==> config.mk <==
export PLATFORM = sky130hd
export DESIGN_NAME = i2c_reg_bank
export DESIGN_NICKNAME = d
export VERILOG_FILES = /design/src/rtl/i2c_reg_bank_pkg.sv /design/src/rtl/i2c_reg_bank.sv
export SDC_FILE = /design/constraint.sdc
export NUM_CORES = 1
export LEC_CHECK = 0
export BUFFER_PORTS_ARGS = -buffer_cell sky130_fd_sc_hd__buf_4
export CAP_MARGIN = 5
export CORE_UTILIZATION = 62
export DETAILED_ROUTE_END_ITERATION = 7
export PLACE_DENSITY_LB_ADDON = 0.25
export SYNTH_ARGS = -nofsm -noshare
export SYNTH_HDL_FRONTEND = slang
export SYNTH_SLANG_ARGS = --single-unit
==> constraint.sdc <==
create_clock -name clk -period 2.8 [get_ports clk]
set_input_delay 0.42 -clock clk [delete_from_list [all_inputs] [get_ports clk]]
set_output_delay 0.42 -clock clk [all_outputs]
set_load 0.05 [all_outputs]
==> src/rtl/i2c_reg_bank_pkg.sv <==
// Shared types and reset contents for the I2C register bank.
// REG_RESET is sized for the largest pointer a single I2C byte can carry.
package i2c_reg_pkg;

    typedef enum logic [1:0] {
        IDLE,
        WAIT_PTR,
        WRITE,
        READ
    } state_t;

    localparam int unsigned MAX_REGS = 256;

    localparam logic [7:0] REG_RESET [MAX_REGS] = '{default: 8'h00};

    function automatic logic [7:0] reg_reset_val(input int unsigned idx);
        return REG_RESET[idx];
    endfunction

endpackage

==> src/rtl/i2c_reg_bank.sv <==
// I2C register bank: pointer-then-data writes, auto-incrementing reads,
// and a host-side port onto the same flop-based register array.
module i2c_reg_bank
    import i2c_reg_pkg::*;
#(
    parameter int unsigned                  ADDR_W  = 4,
    parameter logic [(2**ADDR_W)-1:0]       RO_MASK = '0
) (
    input  logic              clk,
    input  logic              rst,
    input  logic              start_det,
    input  logic              stop_det,
    input  logic              addr_match,
    input  logic              rw,
    input  logic [7:0]        rx,
    input  logic              rx_valid,
    input  logic              tx_load,
    output logic [7:0]        tx,
    input  logic [ADDR_W-1:0] host_addr,
    input  logic [7:0]        host_wdata,
    input  logic              host_we,
    output logic [7:0]        host_rdata,
    output logic              wr_strobe,
    output logic [ADDR_W-1:0] wr_addr,
    output logic              busy
);

    localparam int unsigned NUM_REGS = 2**ADDR_W;

    state_t            state;
    state_t            state_next;
    logic [ADDR_W-1:0] ptr;
    logic [ADDR_W-1:0] ptr_next;
    logic              i2c_we;
    logic [7:0]        regs [NUM_REGS];

    always_ff @(posedge clk) begin
        if (rst) begin
            state <= IDLE;
            ptr   <= '0;
        end else begin
            state <= state_next;
            ptr   <= ptr_next;
        end
    end

    // Bus framing events override every byte-level event in the same cycle.
    always_comb begin
        state_next = state;
        ptr_next   = ptr;
        i2c_we     = 1'b0;
        if (start_det || stop_det) begin
            state_next = IDLE;
        end else begin
            unique case (state)
                IDLE: begin
                    if (addr_match) begin
                        state_next = rw ? READ : WAIT_PTR;
                    end
                end
                WAIT_PTR: begin
                    if (rx_valid) begin
                        ptr_next   = rx[ADDR_W-1:0];
                        state_next = WRITE;
                    end
                end
                WRITE: begin
                    if (rx_valid) begin
                        i2c_we   = !RO_MASK[ptr];
                        ptr_next = ptr + ADDR_W'(1);
                    end
                end
                READ: begin
                    if (tx_load) begin
                        ptr_next = ptr + ADDR_W'(1);
                    end
                end
                default: state_next = IDLE;
            endcase
        end
    end

    // Host write is issued last so it wins a same-index collision.
    always_ff @(posedge clk) begin
        if (rst) begin
            for (int unsigned i = 0; i < NUM_REGS; i++) begin
                regs[i] <= reg_reset_val(i);
            end
        end else begin
            if (i2c_we) begin
                regs[ptr] <= rx;
            end
            if (host_we) begin
                regs[host_addr] <= host_wdata;
            end
        end
    end

    always_ff @(posedge clk) begin
        if (rst) begin
            tx         <= '0;
            host_rdata <= '0;
            wr_strobe  <= 1'b0;
            wr_addr    <= '0;
        end else begin
            tx         <= regs[ptr];
            host_rdata <= regs[host_addr];
            wr_strobe  <= i2c_we;
            if (i2c_we) begin
                wr_addr <= ptr;
            end
        end
    end

    always_comb begin
        busy = (state != IDLE);
    end

endmodule
* After elaboration in Yosys (flattened, before gate mapping)
Memory sizes are Yosys's and may differ from the RTL's. A register that Yosys moved wholly into a read port is not among the register bits.
Index checks and enable logic that the tools add are counted.
** Operators by class
- $add $sub $neg :: 1
- Bitwise gates (word level) :: 1
- Order comparisons :: 1
- Reduce and logical (&&, ||, !) cells :: 11
- Multiplexer cells :: 28
- Eq/ne operators :: 7
** Operators by type and width (count)
- 4-bit 2-to-1 mux :: 7
- 8-bit 2-to-1 mux :: 2
- 8-bit OR reduction :: 2
- 1-bit 2-to-1 mux :: 14
- 4-bit case mux with 3 select lines :: 1
- 2-bit inequality test, second input constant :: 4
- 2-bit 2-to-1 mux :: 3
- 4-bit by 5-bit less-than comparator with 1-bit output, second input constant :: 1
- 5-bit AND reduction :: 1
- 4-bit by 1-bit adder with 4-bit output, second input constant :: 1
- 2-bit equality test, second input constant :: 2
- 2-bit case mux with 2 select lines :: 1
- 2-bit nonzero test :: 2
- 3-bit AND reduction :: 1
- 3-bit nonzero test :: 1
- 2-bit by 1-bit equality test with 1-bit output, second input constant :: 1
- 2-bit logical NOT :: 1
- 2-bit OR reduction :: 1
- 1-bit logical NOT :: 1
- 1-bit logical OR :: 1
- 1-bit inverter :: 1
** Storage, ports and cells
- Memories :: 2
- Register bits after elaboration :: 11
- RAM bits :: 128
- Memory bits (read-only) :: 16
** Memory list
- regs :: depth 16, bits a word 8, read ports 2, clocked after Yosys merged registers in 2, write ports 16, RTL line i2c_reg_bank.sv:35 : logic [7:0] regs [NUM_REGS];
- (no name shown) :: depth 16, bits a word 1, read ports 1, clocked after Yosys merged registers in 1, write ports 0, RTL line i2c_reg_bank.sv:69 : i2c_we = !RO_MASK[ptr];

* Logic depth before layout (Yosys ltp)
Gate-level depths: netlist (run 1).
- Word-level depth :: 11
- Mapped depth :: 7
- Mapped depth without buffers :: 5

* Worst setup path after synthesis (run 1)
OpenSTA, ideal clock, no wires.
- Path kind :: input -> register
- From :: input port rst
- To :: memory regs[10][0], enable pin
- Setup slack :: 0.549 ns
- Data arrival time :: 1.867 ns
- Setup time :: 0.384 ns
- Stages on the path :: 4
- Cells stage by stage :: buf_6 -> nor3_4 -> nand3_4 -> o21ai_0
** RTL lines
- start, declared :: RTL line i2c_reg_bank.sv:10 : input logic rst,
- end, declared :: RTL line i2c_reg_bank.sv:35

==> out/summary.log, run 1 <==
[drt] drt total wl 25.66 mm
[worst_setup_path] endpoint kind of the worst setup timing path flip-flop
[grt] number of global-route vias before repair 6208
[clock_tree] maximum buffer depth of the clock tree 2
[worst_setup_path] reg-to-reg startpoint ptr[3]
[drt] wire length on met1 8.911 mm
[clock_tree] post-CTS clock slew at the launch and capture registers of the worst setup and hold paths 60 ps
[layout] final core utilization 0.7380
[placement] Final GP Congestion 0.9305
[sta] clock skew 10.10 ps
[worst_setup_path] crit path from ptr[3]
[logic_synthesis] top-area cell type share of the netlist area 0.4438
[floorplan] floorplan row count 42
[logic_synthesis] cell types occupying the most area after synthesis edfxtp_1 (44%), mux4_2 (16%), a22o_1 (14%), dfxtp_1 (6.2%), nor3_4 (2.6%)
[outcome] status complete, no violations
[worst_setup_path] worst path arrival time 2400 ps
[pwr] Peak VDD IR 0.4331 mV
[logic_synthesis] sequential share of the synthesized area 0.5062
[worst_setup_path] required time at the worst-slack endpoint 2950 ps
[floorplan] Initial Util 0.6438
[floorplan] overall die area 14450 µm²
[pwr] Sequential Power Share 0.482
[drt] antenna violation net count after detailed routing 0
[pwr] Pleak 3.415 nW
[drt] number of vias after detailed routing 6492
[sta] sum of negative setup slack 0 ps
[sta] final number of setup-violating endpoints 0
[layout] diodes inserted 0
[logic_synthesis] commonest cells in the netlist a22o_1 (136), edfxtp_1 (128), mux4_2 (62)
[clock_tree] cells resized by post-CTS repair 0
[grt] wire length of the first global-routing pass 37.68 mm
[sta] min Tclk post-route 2256 ps
[hold_path] Hold Crit Start rx_valid
[logic_synthesis] most frequent cell after synthesis a22o_1
[logic_synthesis] synthesized area divided by synthesized cell count 14.48 µm²
[drt] metal2 WL 12.09 mm
[sta] maximum clock frequency 0.4432 GHz
[worst_setup_path] kind of launch point of the worst setup path flip-flop
[floorplan] Die Wd 120.2 µm
[logic_synthesis] Cells after Synth 598
[drt] number of design rule violations left after detail routing 0
[floorplan] vertical extent of the die 120.2 µm
[logic_synthesis] Post-synth ARST share 0
[logic_synthesis] synthesized flop and latch total 155
[clock_tree] Clock Sinks 155
[clock_tree] number of H-tree branching levels 4
[clock_tree] post-cts hold buffer count 0
[clock_tree] TritonCTS clock tree done
[sta] setup repair after global routing missed its margin false
[placement] number of I/O port buffers 50
[sta] post-route clock period utilization 0.8059
[logic_synthesis] main flop type after synthesis edfxtp_1
[layout] total number of nets in the final design 679
[pwr] power share of the clock group 0.407
[logic_synthesis] number of warning messages in the yosys log 0
[grt] number of antenna violations at the first check in global routing 0
[clock_tree] worst skew pair latency 440 ps
[placement] worst slack, placed 426.0 ps
[grt] grt ovf 0
[drt] wire length per cell after detailed routing 30.73 µm
[run] MaxCap Viol Count 0
[drt] uppermost metal layer occupied by signal nets met4
[logic_synthesis] net count after synthesis 631
[layout] Area growth syn-to-layout 14.63%
[logic_synthesis] area leader, netlist edfxtp_1
[grt] largest net degree at the start of global routing 30
[drt] length of routed met3 wiring 3.706 mm
[sta] min setup slack post-route 543.5 ps
[sta] slew at the pin closest to its max-slew limit 1035 ps
[layout] layout cells sized above 1 0.3384
[pwr] switching share of power 0.2466
[grt] overall fraction of global-route tracks in use 0.3735
[floorplan] I/O Pins 51
[worst_setup_path] critical path class flip-flop to flip-flop
[hold_path] Tightest Hold Check Type input pin to flip-flop
[logic_synthesis] Netlist cell types 43
[clock_tree] cell at the root of the clock tree clkbuf_16
[sta] Pins Over Slew Limit 0
[drt] DRC marker count from the first detailed-route iteration 952
[placement] DP Wirelength 16.93 mm
[clock_tree] CTS buffer count 17
[pwr] Cell Int Power 4.244 mW
[pwr] part of the power in combinational logic 0.111
[drt] Pre-Repair DR Iteration Count 5
[pwr] Net Switching 1.389 mW
[floorplan] placeable core region 13450 µm²
[sta] headroom to the max-slew limit 0.3045
[drt] via/cell ratio 7.775
[pwr] power per cell area 567.4 nW/µm²
[logic_synthesis] number of synthesized flops with an enable pin 128
[logic_synthesis] post-synthesis instance area 8661 µm²
[worst_setup_path] maximum fanout encountered on the critical timing path 14
[sta] Hold Vio Cnt, Final 0
[clock_tree] post-CTS setup-driven buffer insertion count 0
[area by class of cell]
class                           instances  area, µm²
Tap cell                              176      220.2
Clock inverter                          9      83.83
Fill cell                             857       3525
Clock buffer                           23      511.7
Inverter                                4      15.01
Timing Repair Buffer                   95      725.7
Sequential cell                       155       4385
Multi-Input combinational cell        373       3986
[state kept, by name, indices dropped and copies added, names as in the netlist]
signal / flops
host_rdata: 8
ptr: 4
wr_addr: 4
wr_strobe: 1
state: 2
tx: 8
regs: 128
[layout by cell type (no fill, tap or decap), types with 4 or more instances in the layout]
master,synthesis,routed
o21ai_0,16,16
nor3_1,9,9
nor4_4,4,4
dfxtp_1,27,26
nand2b_1,5,5
mux2_2,4,4
nand3_4,4,4
mux4_2,62,62
nor3_4,14,14
a22oi_1,15,15
mux2i_1,9,9
edfxtp_1,128,128
or3_1,5,5
a22o_1,136,136
buf_4,0,94
nand2_1,11,11
nor2_2,4,4
clkbuf_16,0,20
ha_1,4,4
inv_1,4,4
a221o_1,8,8
nor2_1,29,29
[worst paths after layout]
kind	endpoint	slack, ps	cells past startpoint
setup / recovery	regs[15][4]	540	3
hold / removal	state[1]	350	4
setup reg to reg	regs[15][4]	540	3
hold reg to reg	wr_addr[3]	520	2
[layer usage]
metal,track usage,vias to the layer above
met4,0.1547,0
li1,-,2605
met2,0.5815,606
met3,0.1005,96
met5,0,-
met1,0.5007,3185
[cells by family (layout without fill, tap and decap cells)]
logic type               Yosys count  in the layout  share of synthesized area
flip-flops                       155            155                     0.5062
multiplexers                      75             75                     0.1768
XOR/XNOR                           1              1                   0.001011
AND/OR/NAND/NOR                  109            109                     0.1001
AO/OA/AOI/OAI                    184            184                     0.1765
adder cells (fa/ha/maj)            4              4                   0.005779
buffers and inverters             70            131                    0.03352
[worst max-delay path, stage by stage, from the launching register on]
cell	delay, ps
dfxtp_1	790
nand2_1	210
o21ai_0	680
buf_4	280
[power by group through the flow]
stage | logic (mW) | registers, mW | clock network [mW]
detailed placement | 0.608 | 2.75 | 0
CTS | 0.612 | 2.71 | 2.29
global placement | 0.597 | 2.74 | 0
floorplan | 0.341 | 2.78 | 0
global route | 0.644 | 2.72 | 2.37
finish | 0.626 | 2.71 | 2.29
[per-stage QoR]
stage                     hold slack [ps]  instance area (µm²)  cells  total power, mW
after global routing                384.6                 9928    835            5.736
after CTS                           341.7                 9928    835            5.609
after detailed placement            498.9                 9333    803            3.358
after floorplan                     572.0                 8661    598            3.117
after global placement              481.0                 9333    803            3.336
final                               347.5                 9928    835            5.633
Note: power is estimated with default switching activity, not from simulation.
==> run 2, diff against run 1 <==
--- a/config.mk
+++ b/config.mk
@@ -7,7 +7,7 @@
 export LEC_CHECK = 0
 export BUFFER_PORTS_ARGS = -buffer_cell sky130_fd_sc_hd__buf_4
 export CAP_MARGIN = 5
-export CORE_UTILIZATION = 62
+export CORE_UTILIZATION = 56
 export DETAILED_ROUTE_END_ITERATION = 7
 export PLACE_DENSITY_LB_ADDON = 0.25
 export SYNTH_ARGS = -nofsm -noshare
==> constraint.sdc (replaced) <==
create_clock -name clk -period 2 [get_ports clk]
set_input_delay 0.3 -clock clk [delete_from_list [all_inputs] [get_ports clk]]
set_output_delay 0.3 -clock clk [all_outputs]
set_load 0.05 [all_outputs]
==> out/summary.log, run 2 (synthesis results as in run 1) <==
[floorplan] floorplan row count 45 [+7.1%]
[grt] number of global-route vias before repair 6189 [-0.31%]
[placement] worst slack, placed -43.19 ps [-469.2 ps]
[layout] flip-flop count of the largest register, all copies and words added 128 [unchanged]
[worst_setup_path] slowest stage cell on the critical path nor3_1
[grt] met2 global-route usage 0.5252 [-0.05635]
[placement] DP Wirelength 17.59 mm [+3.9%]
[sta] setup repair after global routing missed its margin false
[drt] wire length per cell after detailed routing 29.42 µm [-4.3%]
[sta] clock skew 9.015 ps [-1.089 ps]
[worst_setup_path] maximum cell stage delay along the critical path 870 ps [+80 ps]
[drt] drt total wl 25.60 mm [-0.24%]
[pwr] switching share of power 0.2520 [+0.005431]
[worst_setup_path] critical-path cell list nor3_1 -> a22o_1 -> a221o_1
[pwr] Net Switching 1.926 mW [+39%]
[layout] layout cells sized above 1 0.3680 [+0.02964]
[outcome] status complete, no violations
[clock_tree] CTS buffer count 17 [unchanged]
[sta] Hold Vio Cnt, Final 0 [unchanged]
[layout] Area growth syn-to-layout 17.13%
[layout] most frequent standard cell in the layout excluding fill and tap cells a22o_1
[sta] Pins Over Slew Limit 0 [unchanged]
[floorplan] overall die area 15970 µm² [+11%]
[sta] maximum clock frequency 0.5304 GHz [+20%]
[clock_tree] maximum buffer depth of the clock tree 2 [unchanged]
[drt] via/cell ratio 7.470 [-3.9%]
[pwr] Peak VDD IR 0.5306 mV [+23%]
[layout] largest registers regs: 128 flops, host_rdata: 8 flops, tx: 8 flops
[worst_setup_path] kind of launch point of the worst setup path flip-flop
[pwr] Sequential Power Share 0.495 [+0.013]
[pwr] Cell Int Power 5.717 mW [+35%]
[sta] min setup slack post-route 114.5 ps [-429.1 ps]
[drt] number of design rule violations left after detail routing 0 [unchanged]
[pwr] power per cell area 753.4 nW/µm² [+33%]
[layout] Biggest register regs
[worst_setup_path] maximum fanout encountered on the critical timing path 11 [-3]
[layout] diodes inserted 0 [unchanged]
[floorplan] I/O Pins 51 [unchanged]
[grt] largest net degree at the start of global routing 35 [+17%]
[drt] Pre-Repair DR Iteration Count 8 [+3]
[pwr] part of the power in combinational logic 0.122 [+0.011]
[clock_tree] TritonCTS clock tree done
[grt] met3 track demand over resource 0.07339 [-0.02708]
[worst_setup_path] Top delay family on crit path simple AND/OR/NAND/NOR gates
[sta] slew at the pin closest to its max-slew limit 1018 ps [-17.11 ps]
[worst_setup_path] required time at the worst-slack endpoint 2370 ps [-580 ps]
[drt] antenna violation net count after detailed routing 0 [unchanged]
[grt] overall fraction of global-route tracks in use 0.3357 [-0.03782]
[worst_setup_path] worst path arrival time 2260 ps [-140 ps]
[pwr] Pleak 3.516 nW [+3.0%]
[grt] met1 Resource Use GR 0.4534 [-0.04729]
[floorplan] Die Wd 126.4 µm [+5.1%]
[sta] headroom to the max-slew limit 0.3198 [+0.01525]
[grt] grt ovf 0 [unchanged]
[clock_tree] number of H-tree branching levels 4 [unchanged]
[run] MaxCap Viol Count 0 [unchanged]
[floorplan] placeable core region 15150 µm² [+13%]
[sta] min Tclk post-route 1886 ps [-370.9 ps]
[hold_path] Tightest Hold Check Type input pin to flip-flop
[sta] sum of negative setup slack 0 ps [unchanged]
[placement] number of I/O port buffers 50 [unchanged]
[floorplan] vertical extent of the die 126.4 µm [+5.1%]
[drt] DRC marker count from the first detailed-route iteration 895 [-6.0%]
[grt] wire length of the first global-routing pass 38.33 mm [+1.7%]
[layout] commonest cells after routing, fill and taps aside a22o_1 (136), edfxtp_1 (128), buf_4 (111)
[placement] Final GP Congestion 0.9348 [+0.46%]
[grt] number of antenna violations at the first check in global routing 0 [unchanged]
[pwr] power share of the clock group 0.383 [-0.024]
[clock_tree] worst skew pair latency 440 ps [about the same]
[worst_setup_path] critical path class flip-flop to flip-flop
[clock_tree] post-CTS clock slew at the launch and capture registers of the worst setup and hold paths 60 ps [about the same]
[floorplan] Initial Util 0.5718 [-0.07196]
[grt] GRT busiest layer met2
[drt] number of vias after detailed routing 6499 [+0.11%]
[worst_setup_path] number of buffer and inverter instances along the worst setup path 0 [-1]
[sta] final number of setup-violating endpoints 0 [unchanged]
[clock_tree] Clock Sinks 155 [unchanged]
[worst_setup_path] endpoint kind of the worst setup timing path flip-flop
[layout] total number of nets in the final design 702 [+3.4%]
[clock_tree] cell at the root of the clock tree clkbuf_16
[sta] post-route clock period utilization 0.9428 [+0.1369]
run 2: metrics by stage:
stage | total power, mW | utilization | instances | cell area [µm²] | hold WS [ps]
finish | 7.643 | 0.6698 | 870 | 10140 | 209.9
floorplan | 4.366 | - | 598 | 8672 | 500.7
CTS | 7.613 | 0.6686 | 869 | 10130 | 209.2
global route | 7.802 | 0.6698 | 870 | 10140 | 254.9
global placement | 4.731 | 0.6337 | 837 | 9598 | 481.0
detailed placement | 4.753 | 0.6337 | 837 | 9598 | 489.9
run 2: final cells by class:
type / instances / area (µm²)
inverters: 4 / 15.01
clock inverters: 7 / 41.29
fillers: 1052 / 5001
repair buffers: 118 / 973.4
well taps: 188 / 235.2
multi-input cells: 373 / 4008
clock buffers: 25 / 485.5
flip-flops and latches: 155 / 4387
run 2: path summary, 6_finish.rpt:
| check | startpoint | endpoint | slack (ps) | cells after the start |
|---|---|---|---|---|
| setup / recovery | ptr[3] | tx[6] | 110 | 3 |
| hold / removal | addr_match | state[0] | 210 | 4 |
| setup reg to reg | ptr[3] | tx[6] | 110 | 3 |
| hold reg to reg | wr_addr[2] | wr_addr[2] | 500 | 2 |
run 2: layer usage:
metal | routed length, µm | vias up
met3 | 3269 | 81
met2 | 12140 | 532
li1 | - | 2644
met1 | 9178 | 3242
met4 | 1012 | 0
met5 | 0 | -
run 2: power groups by stage:
stage                     combinational [mW]  clock [mW]  sequential [mW]
after floorplan                        0.480           0             3.89
after global placement                 0.902           0             3.83
after CTS                              0.915        2.92             3.78
after detailed placement               0.910           0             3.84
final                                  0.929        2.93             3.78
after global routing                   0.956        3.05             3.79
run 2: timing repair:
action                                 in CTS  in global routing
setup endpoints to repair                   1                 80
resized for setup                           1                  4
gates cloned                                0                  0
endpoints found under the hold margin       0                  0
buffers inserted                            0                  1
pin swaps                                   0                  2
hold buffers                                0                  0
run 2: worst min-delay path, cell delays in order:
cell and delay (ps):
buf_4 80, inv_1 30, nor2_1 90, o21a_1 120
